### config.mk
export PLATFORM = sky130hd
export DESIGN_NAME = fetch_prefetch_unit
export DESIGN_NICKNAME = d
export VERILOG_FILES = /design/src/rtl/fetch_prefetch_unit_pkg.sv /design/src/rtl/fetch_queue.sv /design/src/rtl/fetch_prefetch_unit.sv
export SDC_FILE = /design/constraint.sdc
export NUM_CORES = 1
export LEC_CHECK = 0
export BUFFER_PORTS_ARGS = -buffer_cell sky130_fd_sc_hd__buf_2
export CORE_UTILIZATION = 55
export CTS_CLUSTER_DIAMETER = 80
export DETAILED_ROUTE_END_ITERATION = 8
export GPL_TIMING_DRIVEN = 0
export PLACE_DENSITY_LB_ADDON = 0.25
export SLEW_MARGIN = 15
export SYNTH_ARGS = -nofsm -noshare
export SYNTH_HDL_FRONTEND = slang
export SYNTH_SLANG_ARGS = --single-unit
export TNS_END_PERCENT = 50
### constraint.sdc
create_clock -name clk -period 8.77 [get_ports clk]
set_input_delay 1.3155 -clock clk [delete_from_list [all_inputs] [get_ports clk]]
set_output_delay 1.3155 -clock clk [all_outputs]
set_load 0.005 [all_outputs]
### src/rtl/fetch_prefetch_unit_pkg.sv
// rtl/fetch_prefetch_unit_pkg.sv - shared constants and helpers for the fetch front end
// Purpose: default reset PC, NOP encoding, PC step and instruction width
//          shared by fetch_prefetch_unit and fetch_queue.
// Ports:   none (package).
package fetch_prefetch_unit_pkg;

  localparam int          INSTR_W         = 32;
  localparam logic [31:0] DEF_RESET_PC    = 32'h0000_0000;
  localparam logic [31:0] DEF_NOP_INSTR   = 32'h0000_0000;
  localparam logic [31:0] PC_STEP         = 32'd4;

  // Instructions are word aligned; the low two bits of a target are dropped.
  function automatic logic [31:0] align_pc(input logic [31:0] pc);
    return pc & ~32'h0000_0003;
  endfunction

endpackage

### src/rtl/fetch_queue.sv
// rtl/fetch_queue.sv - synchronous prefetch FIFO holding {instr, pc} entries
// Purpose: DEPTH-entry FIFO with flush; flush wins over push and pop.
// Ports:
//   clk, reset       - clock, asynchronous active-high reset
//   push, push_data  - write an entry at the tail
//   pop              - drop the head entry
//   flush            - empty the queue
//   count            - number of stored entries (0..DEPTH)
//   head_data        - entry at the head (meaningless when count = 0)
module fetch_queue #(
  parameter int DEPTH = 4,
  parameter int WIDTH = 64,
  localparam int AW = $clog2(DEPTH),
  localparam int CW = $clog2(DEPTH) + 1
) (
  input  logic             clk,
  input  logic             reset,
  input  logic             push,
  input  logic [WIDTH-1:0] push_data,
  input  logic             pop,
  input  logic             flush,
  output logic [CW-1:0]    count,
  output logic [WIDTH-1:0] head_data
);

  logic [WIDTH-1:0] mem [DEPTH];
  logic [AW-1:0]    wr_ptr;
  logic [AW-1:0]    rd_ptr;

  always_ff @(posedge clk or posedge reset) begin
    if (reset) begin
      wr_ptr <= '0;
      rd_ptr <= '0;
      count  <= '0;
    end else if (flush) begin
      wr_ptr <= '0;
      rd_ptr <= '0;
      count  <= '0;
    end else begin
      // Pointers are power-of-two wide and wrap on their own.
      if (push) wr_ptr <= wr_ptr + AW'(1);
      if (pop)  rd_ptr <= rd_ptr + AW'(1);
      count <= count + CW'(push) - CW'(pop);
    end
  end

  // Storage needs no reset: count gates every read of it.
  always_ff @(posedge clk) begin
    if (push && !flush) mem[wr_ptr] <= push_data;
  end

  assign head_data = mem[rd_ptr];

endmodule

### src/rtl/fetch_prefetch_unit.sv
// rtl/fetch_prefetch_unit.sv - instruction fetch front end with prefetch queue
// Purpose: owns the fetch PC, issues one imem read per cycle while queue
//          space remains, buffers returning words and hands them to decode.
// Ports:
//   clk, reset              - clock, asynchronous active-high reset
//   imem_addr, imem_read    - read request to the synchronous instruction memory
//   imem_data               - read data, valid the cycle after imem_read
//   redirect, redirect_pc   - taken branch from the write stage and its target
//   stall                   - decode cannot accept this cycle
//   valid_D, instr_D, pc_D  - head instruction and its address for decode
module fetch_prefetch_unit
  import fetch_prefetch_unit_pkg::*;
#(
  parameter int          DEPTH     = 4,
  parameter logic [31:0] RESET_PC  = DEF_RESET_PC,
  parameter logic [31:0] NOP_INSTR = DEF_NOP_INSTR,
  localparam int CW = $clog2(DEPTH) + 1
) (
  input  logic               clk,
  input  logic               reset,
  output logic [31:0]        imem_addr,
  output logic               imem_read,
  input  logic [INSTR_W-1:0] imem_data,
  input  logic               redirect,
  input  logic [31:0]        redirect_pc,
  input  logic               stall,
  output logic               valid_D,
  output logic [INSTR_W-1:0] instr_D,
  output logic [31:0]        pc_D
);

  logic [31:0]          fetch_pc;
  logic [31:0]          issued_pc;
  logic                 req_q;
  logic [CW-1:0]        q_count;
  logic [INSTR_W+31:0]  head_data;
  logic                 pop;
  logic                 push;
  logic [CW:0]          occupancy;

  assign valid_D = (q_count != '0);
  assign pop     = valid_D && !stall;
  assign push    = req_q && !redirect;

  // Entries already stored plus the read still in flight, minus what decode
  // takes this cycle; a new read is only issued if it is guaranteed a slot.
  assign occupancy = {1'b0, q_count} + (CW+1)'(req_q) - (CW+1)'(pop);
  assign imem_read = !reset && !redirect && (occupancy < (CW+1)'(DEPTH));
  assign imem_addr = fetch_pc;

  assign instr_D = valid_D ? head_data[INSTR_W+31:32] : NOP_INSTR;
  assign pc_D    = valid_D ? head_data[31:0] : 32'd0;

  always_ff @(posedge clk or posedge reset) begin
    if (reset) begin
      fetch_pc  <= RESET_PC;
      issued_pc <= RESET_PC;
      req_q     <= 1'b0;
    end else if (redirect) begin
      // The in-flight read (if any) is forgotten by clearing req_q.
      fetch_pc <= align_pc(redirect_pc);
      req_q    <= 1'b0;
    end else begin
      req_q <= imem_read;
      if (imem_read) begin
        issued_pc <= fetch_pc;
        fetch_pc  <= fetch_pc + PC_STEP;
      end
    end
  end

  fetch_queue #(
    .DEPTH (DEPTH),
    .WIDTH (INSTR_W + 32)
  ) u_queue (
    .clk       (clk),
    .reset     (reset),
    .push      (push),
    .push_data ({imem_data, issued_pc}),
    .pop       (pop),
    .flush     (redirect),
    .count     (q_count),
    .head_data (head_data)
  );

endmodule
### Yosys cells after proc, flatten, opt, wreduce, memory -nomap -nowiden

Memories as Yosys holds them, arrays and structs flattened.
Cells that the tools add are included.
Widths: inputs -> output; s select.

* memories: 1
* bits in registers: 72
* output and inout port bits: 98
* bits in writable memories: 256
* word-level logic and storage cells: 41

* add/sub/neg operators: 7
* reductions and logical operators: 13
* bitwise logic cells: 1
* multiplexer cells: 12
* $lt $le $gt $ge: 1

Memory list
* u_queue.mem: depth 4, width 64, read ports 1, clocked after memory_dff 0, wr ports 1, line fetch_queue.sv:26 `logic [WIDTH-1:0] mem [DEPTH];`

Operators with widths (number)
* $mux 32: 4
* $add 32x3->32 const B: 1
* $mux 2: 4
* $reduce_bool 2->1: 3
* $logic_and 1x1->1: 5
* $add 2x1->2 const B: 2
* $add 3x1->4: 1
* $lt 4x3->1 const B: 1
* $sub 4x1->4: 1
* $add 3x1->3: 1
* $logic_not 1->1: 3
* $mux 1: 3
* $mux 3: 1
* $reduce_bool 3->1: 1
* $sub 3x1->3: 1
* $reduce_and 2->1: 1
* $not 1->1: 1

### Depth between registers and ports, before layout

Gate-level depths: netlist (run 1).

* word-level depth: 7
* gate-level depth with buffers: 12

### Cells and area by module

Synthesis (run 1) repeated with hierarchy kept, for this count alone.

* cells, all modules: 747
* area total of the unflattened synthesis: 13392.8 µm²

By module, submodules not included
* fetch_queue: area each 9691.8 µm², times used 1, cells an instance 373, seq. area each 7862.5 µm²
* fetch_prefetch_unit: area each 3701.0 µm², times used 1, cells an instance 374, seq. area each 1526.5 µm²

### Worst setup path after synthesis (run 1)

Ideal clock, no wire load.

* kind: in2out
* start: in reset
* end: out imem_read
* data required time: 7455 ps
* slack: 3781 ps
* buffers on the path: 3
* arrival: 3674 ps
* cell stages on the path: 6
* path through: buf_6 > inv_1 > o211ai_1 > buf_2 > clkbuf_1 > inv_1

* word-level cells in the longest chain between the ends: 3

Ends and longest elaborated chain
* start: declaration: line fetch_prefetch_unit.sv:20 `input logic reset,`
* $logic_not 1->1 (no source line)
* $logic_and 1x1->1 (2 in a row): line fetch_prefetch_unit.sv:48 `assign imem_read = !reset && !redirect && (occupancy < (CW+1)'(DEPTH));`
* end: declaration: line fetch_prefetch_unit.sv:22 `output logic imem_read,`

Every way passes these cells.

### Final worst setup path (run 1)

* start: reg u_queue.count[2]
* end: out imem_read

* word-level cells in the longest chain between the ends: 5
* elaborated cells between the ends (all ways): 6

Ends and longest elaborated chain
* start: declaration: line fetch_queue.sv:22 `output logic [CW-1:0] count,`
* start signal: assignment: line fetch_queue.sv:43 `count <= count + CW'(push) - CW'(pop);`
* branches (longest 2 deep; another with $add 3x1->4)
* $sub 4x1->4 (*): line fetch_prefetch_unit.sv:47 `assign occupancy = {1'b0, q_count} + (CW+1)'(req_q) - (CW+1)'(pop);`
* $lt 4x3->1 (*): line fetch_prefetch_unit.sv:48
* $logic_and 1x1->1 (*): line fetch_prefetch_unit.sv:48

Mark *: on every way between the ends.

==> results of run 1 <==
## cell type report
type,instances,area [um^2]
repair buffers,163,935
well taps,313,392
inverters,19,73.8
plain buffers,40,194
flip-flops and latches,316,9150
clock inverters,11,75.1
fillers,1605,7590
multi-input cells,363,3620
clock buffers,46,882
## worst max-delay path: stages (launching register included)
cell and delay, ns:
dfrtp_1 0.43, nor3_2 0.45, buf_6 0.23, nor2_1 0.10, ha_1 0.23, inv_1 0.07
ha_1 0.22, and3b_4 0.20, o21a_1 0.25, o211ai_1 0.21, buf_2 0.30, clkbuf_1 0.43
inv_1 0.10, buf_2 0.14
## cell families after synthesis
| family | after synthesis | share of synthesized area, % |
|---|---|---|
| XOR/XNOR | 22 | 1.48 |
| flip-flops | 316 | 70.3 |
| multiplexers | 90 | 13.1 |
| adder cells (fa/ha/maj) | 10 | 1.02 |
| other | 1 | 0.0288 |
| AO/OA/AOI/OAI | 69 | 4.40 |
| buffers and inverters | 59 | 2.04 |
| AND/OR/NAND/NOR | 168 | 7.58 |
## cell usage in the layout, fill, tap and decap left out, types with 9 or more instances in the layout
cell,instances
clkbuf_1,31
xnor2_1,18
nand3_1,10
inv_1,18
mux4_2,62
buf_2,168
ha_1,9
nor2_1,13
dfrtp_1,68
edfxtp_1,248
o21ai_1,11
nor2b_1,66
clkbuf_16,31
nand2_1,37
mux2_2,25
o21ai_0,25
## per-stage QoR
stage / hold WS (ns) / area (um^2)
floorplan: 0.471 / 13000
global placement: 0.491 / 14200
detailed placement: 0.505 / 14400
CTS: 0.518 / 15300
global route: 0.537 / 15300
finish: 0.517 / 15300
## worst max-delay path by stage
stage / end / from / slack [ns] / cells past startpoint
global route: imem_read / u_queue.count[1] / 3.23 / 13
finish: imem_read / u_queue.count[2] / 3.56 / 13
floorplan: imem_read / reset / 3.78 / 6
global placement: imem_read / u_queue.count[1] / 2.68 / 12
detailed placement: imem_read / stall / 3.57 / 12
CTS: imem_read / u_queue.count[1] / 3.48 / 13
## routing by layer
metal  part of all wire [%]  vias to the layer above  track usage [%]
li1                       -                     3251                -
met1                     44                     3580             30.9
met2                     49                      243             35.2
met3                    5.7                       38             2.97
met4                    1.7                        0             5.46
met5                      0                        -                0
## registers in the layout, summed over array words and instances, names as in the netlist
name            count
u_queue.mem       248
issued_pc          30
u_queue.rd_ptr      2
u_queue.wr_ptr      2
u_queue.count       3
req_q               1
imem_addr          30
## power groups by stage
stage          clock, W  sequential, W  combinational, W
2_1_floorplan         0        0.00195          0.000680
3_3_place_gp          0        0.00199          0.000995
3_5_place_dp          0        0.00200           0.00102
4_1_cts         0.00126        0.00197           0.00103
5_1_grt         0.00132        0.00199           0.00111
6_report        0.00123        0.00197           0.00101
==> out/results.ini, run 1 <==
[yosys]
ys_warn_count = 0
synth_top_area_share_pct = 57.2
synth_edf_count = 248
synth_commonest_cells = edfxtp_1, dfrtp_1, nor2b_1
synth_ff_type = edfxtp_1
syn_inst = 735
synth.most_common_cell = edfxtp_1
synthTopCellsByArea = edfxtp_1, dfrtp_1, mux4_2
syn_area_um2 = 13000
ys_seq_area_share_pct = 70.3
ys_seq_elements = 316
yosysTopAreaCell = edfxtp_1
yosysUniqueCellTypes = 54
avgSynthCellArea_um2 = 17.7
async_flop_share_pct = 21.5

[power_and_ir_drop]
leakagePower_nw = 5.47
ir_worst_vdd_v = 0.000153
swShare_pct = 27.4
total_power_w = 0.00421
internal_power_w = 0.00305
p_sw_w = 0.00115
p_comb_share_pct = 23.9
clkPwrFrac_pct = 29.3
seqPwrFrac_pct = 46.7
power_density_nw_per_um2 = 275

[timing]
worst_clock_skew_ns = 0.00990
relSlewSlack_pct = 54.3
setup_violations = 0
fmax_mhz = 192
fin_crit_ns = 5.21
setup_tns_ns = 0
rsz0062_at_grt = false
setup_slack_ns = 3.56
worstMarginPinSlew_ns = 0.678
drv_slew = 0
finalCritPeriodShare_pct = 59.4
finalHoldViolCount = 0

[worst_hold_path]
min_to = u_queue.mem[1][2]
hold_depth = 0
worstHoldStart = issued_pc[2]
hp-class = register to register

[floorplanning]
num_rows = 55
start_util_pct = 56.8
die_w_um = 156
dieArea_um2 = 24300
coreArea_um2 = 22900
die_h_um = 156
io_pins = 166

[place]
numPortBuffers = 157
dp_cells = 1214
routabilityCongestion = 0.786
dp_worst_setup_slack_ns = 3.57
dp_hpwl_um = 16800

[worst_setup_path]
reg2reg_depth = 12
worstPathRequired_ns = 7.45
worstPathArrival_ns = 3.90
r2r_start = u_queue.count[2]
rrSetupSlack_ns = 5.21
r2r_end = imem_addr[25]
cp-end-kind = output port
crit_path_max_fanout = 10
worst_setup_path_start_kind = register
critical_path_class = register to output port

[job]
drv_cap = 0

[grt]
grt_pass1_wl_um = 39700
grt_remaining_overflow = 0
grtUsageTotal_pct = 21.5
grt_pass1_vias = 7211
antenna_found_initial = 0
grt_max_degree = 48

[clock_tree]
cts-root-buf = clkbuf_16
cts_tree = done
cts.clk_slew.worst_paths_ns = 0.06
postCtsSetupBuffers = 0
cts_resized = 0
clock_latency_ns = 0.54
htree_levels = 1
holdBufCountCts = 0
numCtsBuffers = 31
cts_sinks = 316
cts_buffer_depth = 3

[finish]
num_antenna_cells = 0
area_growth_pct = 17.8
utilization_pct = 66.9
nNetsFinal = 1012
stdcell_count = 1271
drive_gt1_share_pct = 34.4

[route]
drtIter0Drc = 408
vias_per_cell = 5.60
drc_errors = 0
final_antenna_net_count = 0
drtPass1Iterations = 5
dr_total_vias = 7112
post_drt_wl_per_cell_um = 19.9
routed_wl_um = 25300

[status]
status = completed

No activity file was read; power rests on OpenSTA's default activity.
==> inputs of run 2 (changes only) <==
--- a/config.mk
+++ b/config.mk
@@ -5,6 +5,7 @@
 export SDC_FILE = /design/constraint.sdc
 export NUM_CORES = 1
 export LEC_CHECK = 0
+export ABC_AREA = 1
 export BUFFER_PORTS_ARGS = -buffer_cell sky130_fd_sc_hd__buf_2
 export CORE_UTILIZATION = 55
 export CTS_CLUSTER_DIAMETER = 80
==> constraint.sdc (replaced) <==
create_clock -name clk -period 5.4 [get_ports clk]
set_input_delay 0.81 -clock clk [delete_from_list [all_inputs] [get_ports clk]]
set_output_delay 0.81 -clock clk [all_outputs]
set_load 0.005 [all_outputs]
==> run 2 against run 1 <==
Combinational power is 100% higher. Worst setup slack worse by 1.7 ns. Register-to-register slack worse by 2.6 ns. Count of clock-buffer cells in the layout is 7 lower. Hold slack worse by 0.23 ns. Sequential power is 67% higher. Largest power group unchanged. Largest cell class unchanged. Wire length is 26% higher. Synthesized cell count is 78% higher. Synthesized area is 4.6% higher. Non-clock buffer count is 36 higher. Cell count is 47% higher. Critical path type unchanged.
==> out/results.ini, run 2 <==
[worst_setup_path]
cp_slowest_cell = dfrtp_1
cp_slowest_stage_delay_ns = 0.40
worst_setup_path_start_kind = register
crit_path_max_fanout = 9
worstPathRequired_ns = 4.59
crit_chain = inv_1 -> nand3_1 -> inv_2 -> nor2_1 -> ha_1 -> inv_1 -> ha_1 -> nand3_1 -> nand2_1 -> nand2_1 -> nand3_2 -> nor2_1 -> buf_2
worstPathArrival_ns = 2.78
cp_num_buf_inv = 4
crit_family = simple AND/OR/NAND/NOR gates
critical_path_class = register to output port
cp-end-kind = output port

[yosys]
avgSynthCellArea_um2 = 10.4
synth_compound_area_share_pct = 9.40
ys_seq_elements = 316
synth.most_common_cell = nor2_1
synth_edf_count = 248
synth_top_family_by_area = simple AND/OR/NAND/NOR gates
ys_seq_area_share_pct = 67.2
synth_ff_type = edfxtp_1
ys_warn_count = 0
synth_fa_ha_area_share_pct = 0.975
synth_commonest_cells = nor2_1, edfxtp_1, nand2_1
synthMuxAreaShare_pct = 0
yosysUniqueCellTypes = 32
synthSimpleGateAreaFrac_pct = 18.0
syn_inst = 1308
yosysTopAreaCell = edfxtp_1
async_flop_share_pct = 21.5
synth_xor_xnor_area_share_pct = 0.0644
syn_area_um2 = 13600
synth_top_area_share_pct = 54.7
synthTopCellsByArea = edfxtp_1, dfrtp_1, nor2_1

[clock_tree]
holdBufCountCts = 0
cts_buffer_depth = 3
cts_tree = done
postCtsSetupBuffers = 0
numCtsBuffers = 31
cts_sinks = 316
clock_latency_ns = 0.55
cts-root-buf = clkbuf_16
htree_levels = 1
cts.clk_slew.worst_paths_ns = 0.06
cts_resized = 0

[power_and_ir_drop]
p_comb_share_pct = 27.4
ir_worst_vdd_v = 0.000280
clkPwrFrac_pct = 29.1
seqPwrFrac_pct = 43.6
swShare_pct = 33.1
internal_power_w = 0.00504
total_power_w = 0.00755
p_sw_w = 0.00250
leakagePower_nw = 6.44
power_density_nw_per_um2 = 467

[route]
post_drt_wl_per_cell_um = 17.1
drtPass1Iterations = 5
final_antenna_net_count = 0
drc_errors = 0
vias_per_cell = 5.42
drtIter0Drc = 870
dr_total_vias = 10100
routed_wl_um = 31900

[finish]
nNetsFinal = 1591
multi_input_area_um2 = 3920
final_common_cell = nor2_1
largest_reg_flops = 248
area_growth_pct = 18.7
seqCellArea_um2 = 9150
fill_cells = 1851
drive_gt1_share_pct = 19.1
max_flop_register = u_queue.mem
stdcell_count = 1863
utilization_pct = 66.4
layout_common_cells = nor2_1, edfxtp_1, nand2_1

[job]
drv_cap = 0

[timing]
drv_slew = 0
setup_tns_ns = 0
finalHoldViolCount = 0
fin_crit_ns = 3.59
setup_violations = 0
relSlewSlack_pct = 49.2
rsz0062_at_grt = false
finalCritPeriodShare_pct = 66.5
worstMarginPinSlew_ns = 0.760
fmax_mhz = 279
worst_clock_skew_ns = 0.00875
whs_ns = 0.282

[floorplanning]
dieArea_um2 = 25400
start_util_pct = 55.9
die_h_um = 159
num_rows = 57
die_w_um = 159
io_pins = 166
coreArea_um2 = 24300

[place]
dp_cells = 1804
routabilityCongestion = 0.948
dp_hpwl_um = 21800
numPortBuffers = 159

[grt]
grt_remaining_overflow = 0
grt_max_degree = 37
grt_pass1_vias = 9390
grtUsageTotal_pct = 25.2
antenna_found_initial = 0
grt_pass1_wl_um = 50000

[worst_hold_path]
hp-class = input pin to async pin

[status]
status = completed

## run 2: cell types whose count changed after synthesis, sizes merged, moves of 25 or more
cell | previous run | this run
inv | 19 | 53
nor2 | 13 | 311
o21ai | 36 | 170
mux2 | 25 | 0
nand3 | 10 | 70
a21oi | 1 | 71
mux4 | 62 | 0
nor2b | 66 | 0
nand2 | 37 | 223
## run 2: final cells by class
| cell class | count | area share (%) |
|---|---|---|
| Antenna cell | 1 | 0.0155 |
| Buffer | 70 | 2.29 |
| Clock buffer | 39 | 5.30 |
| Clock inverter | 19 | 1.28 |
| Inverter | 56 | 1.33 |
| Multi-Input combinational cell | 869 | 24.3 |
| Sequential cell | 316 | 56.7 |
| Tap cell | 324 | 2.51 |
| Timing Repair Buffer | 169 | 6.35 |
## run 2: path summary, 6_finish.rpt
kind                             startpoint            endpoint  slack (ns)  depth (start not counted)
max                        u_queue.count[1]           imem_read        1.81                         13
min                                   reset    u_queue.count[1]        0.28                          2
max reg2reg                u_queue.count[1]        imem_addr[9]        2.61                         15
min reg2reg                    issued_pc[9]   u_queue.mem[2][9]        0.53                          0
max in group asynchronous             reset        issued_pc[6]        4.58                          3
min in group clk              imem_data[23]  u_queue.mem[1][55]        0.47                          1
## run 2: power by group through the flow
stage               logic [W]  clock network (W)  registers (W)
floorplan             0.00124                  0        0.00324
global placement      0.00198                  0        0.00333
detailed placement    0.00207                  0        0.00333
CTS                   0.00208            0.00221        0.00328
global route          0.00230            0.00231        0.00332
finish                0.00206            0.00219        0.00329
## run 2: cell families (layout without fill, tap and decap cells)
family                   after synthesis  in the layout
AND/OR/NAND/NOR                      607            607
flip-flops                           316            316
AO/OA/AOI/OAI                        247            247
buffers and inverters                126            353
adder cells (fa/ha/maj)               10             10
other                                  1              5
XOR/XNOR                               1              1
## run 2: layer usage
metal,up-vias,global-route usage [%],share of wire [%]
met1,4727,35.3,43
met5,-,0,0
met3,72,2.87,6.7
met4,0,8.22,3.3
li1,4858,-,-
met2,438,41.6,47
## run 2: stage by stage
step	area, um^2	worst slack, ns
after floorplan	13600	1.11
after global placement	14800	-1.15
after detailed placement	15100	2.16
after CTS	16100	1.75
after global routing	16100	1.54
final	16100	1.81
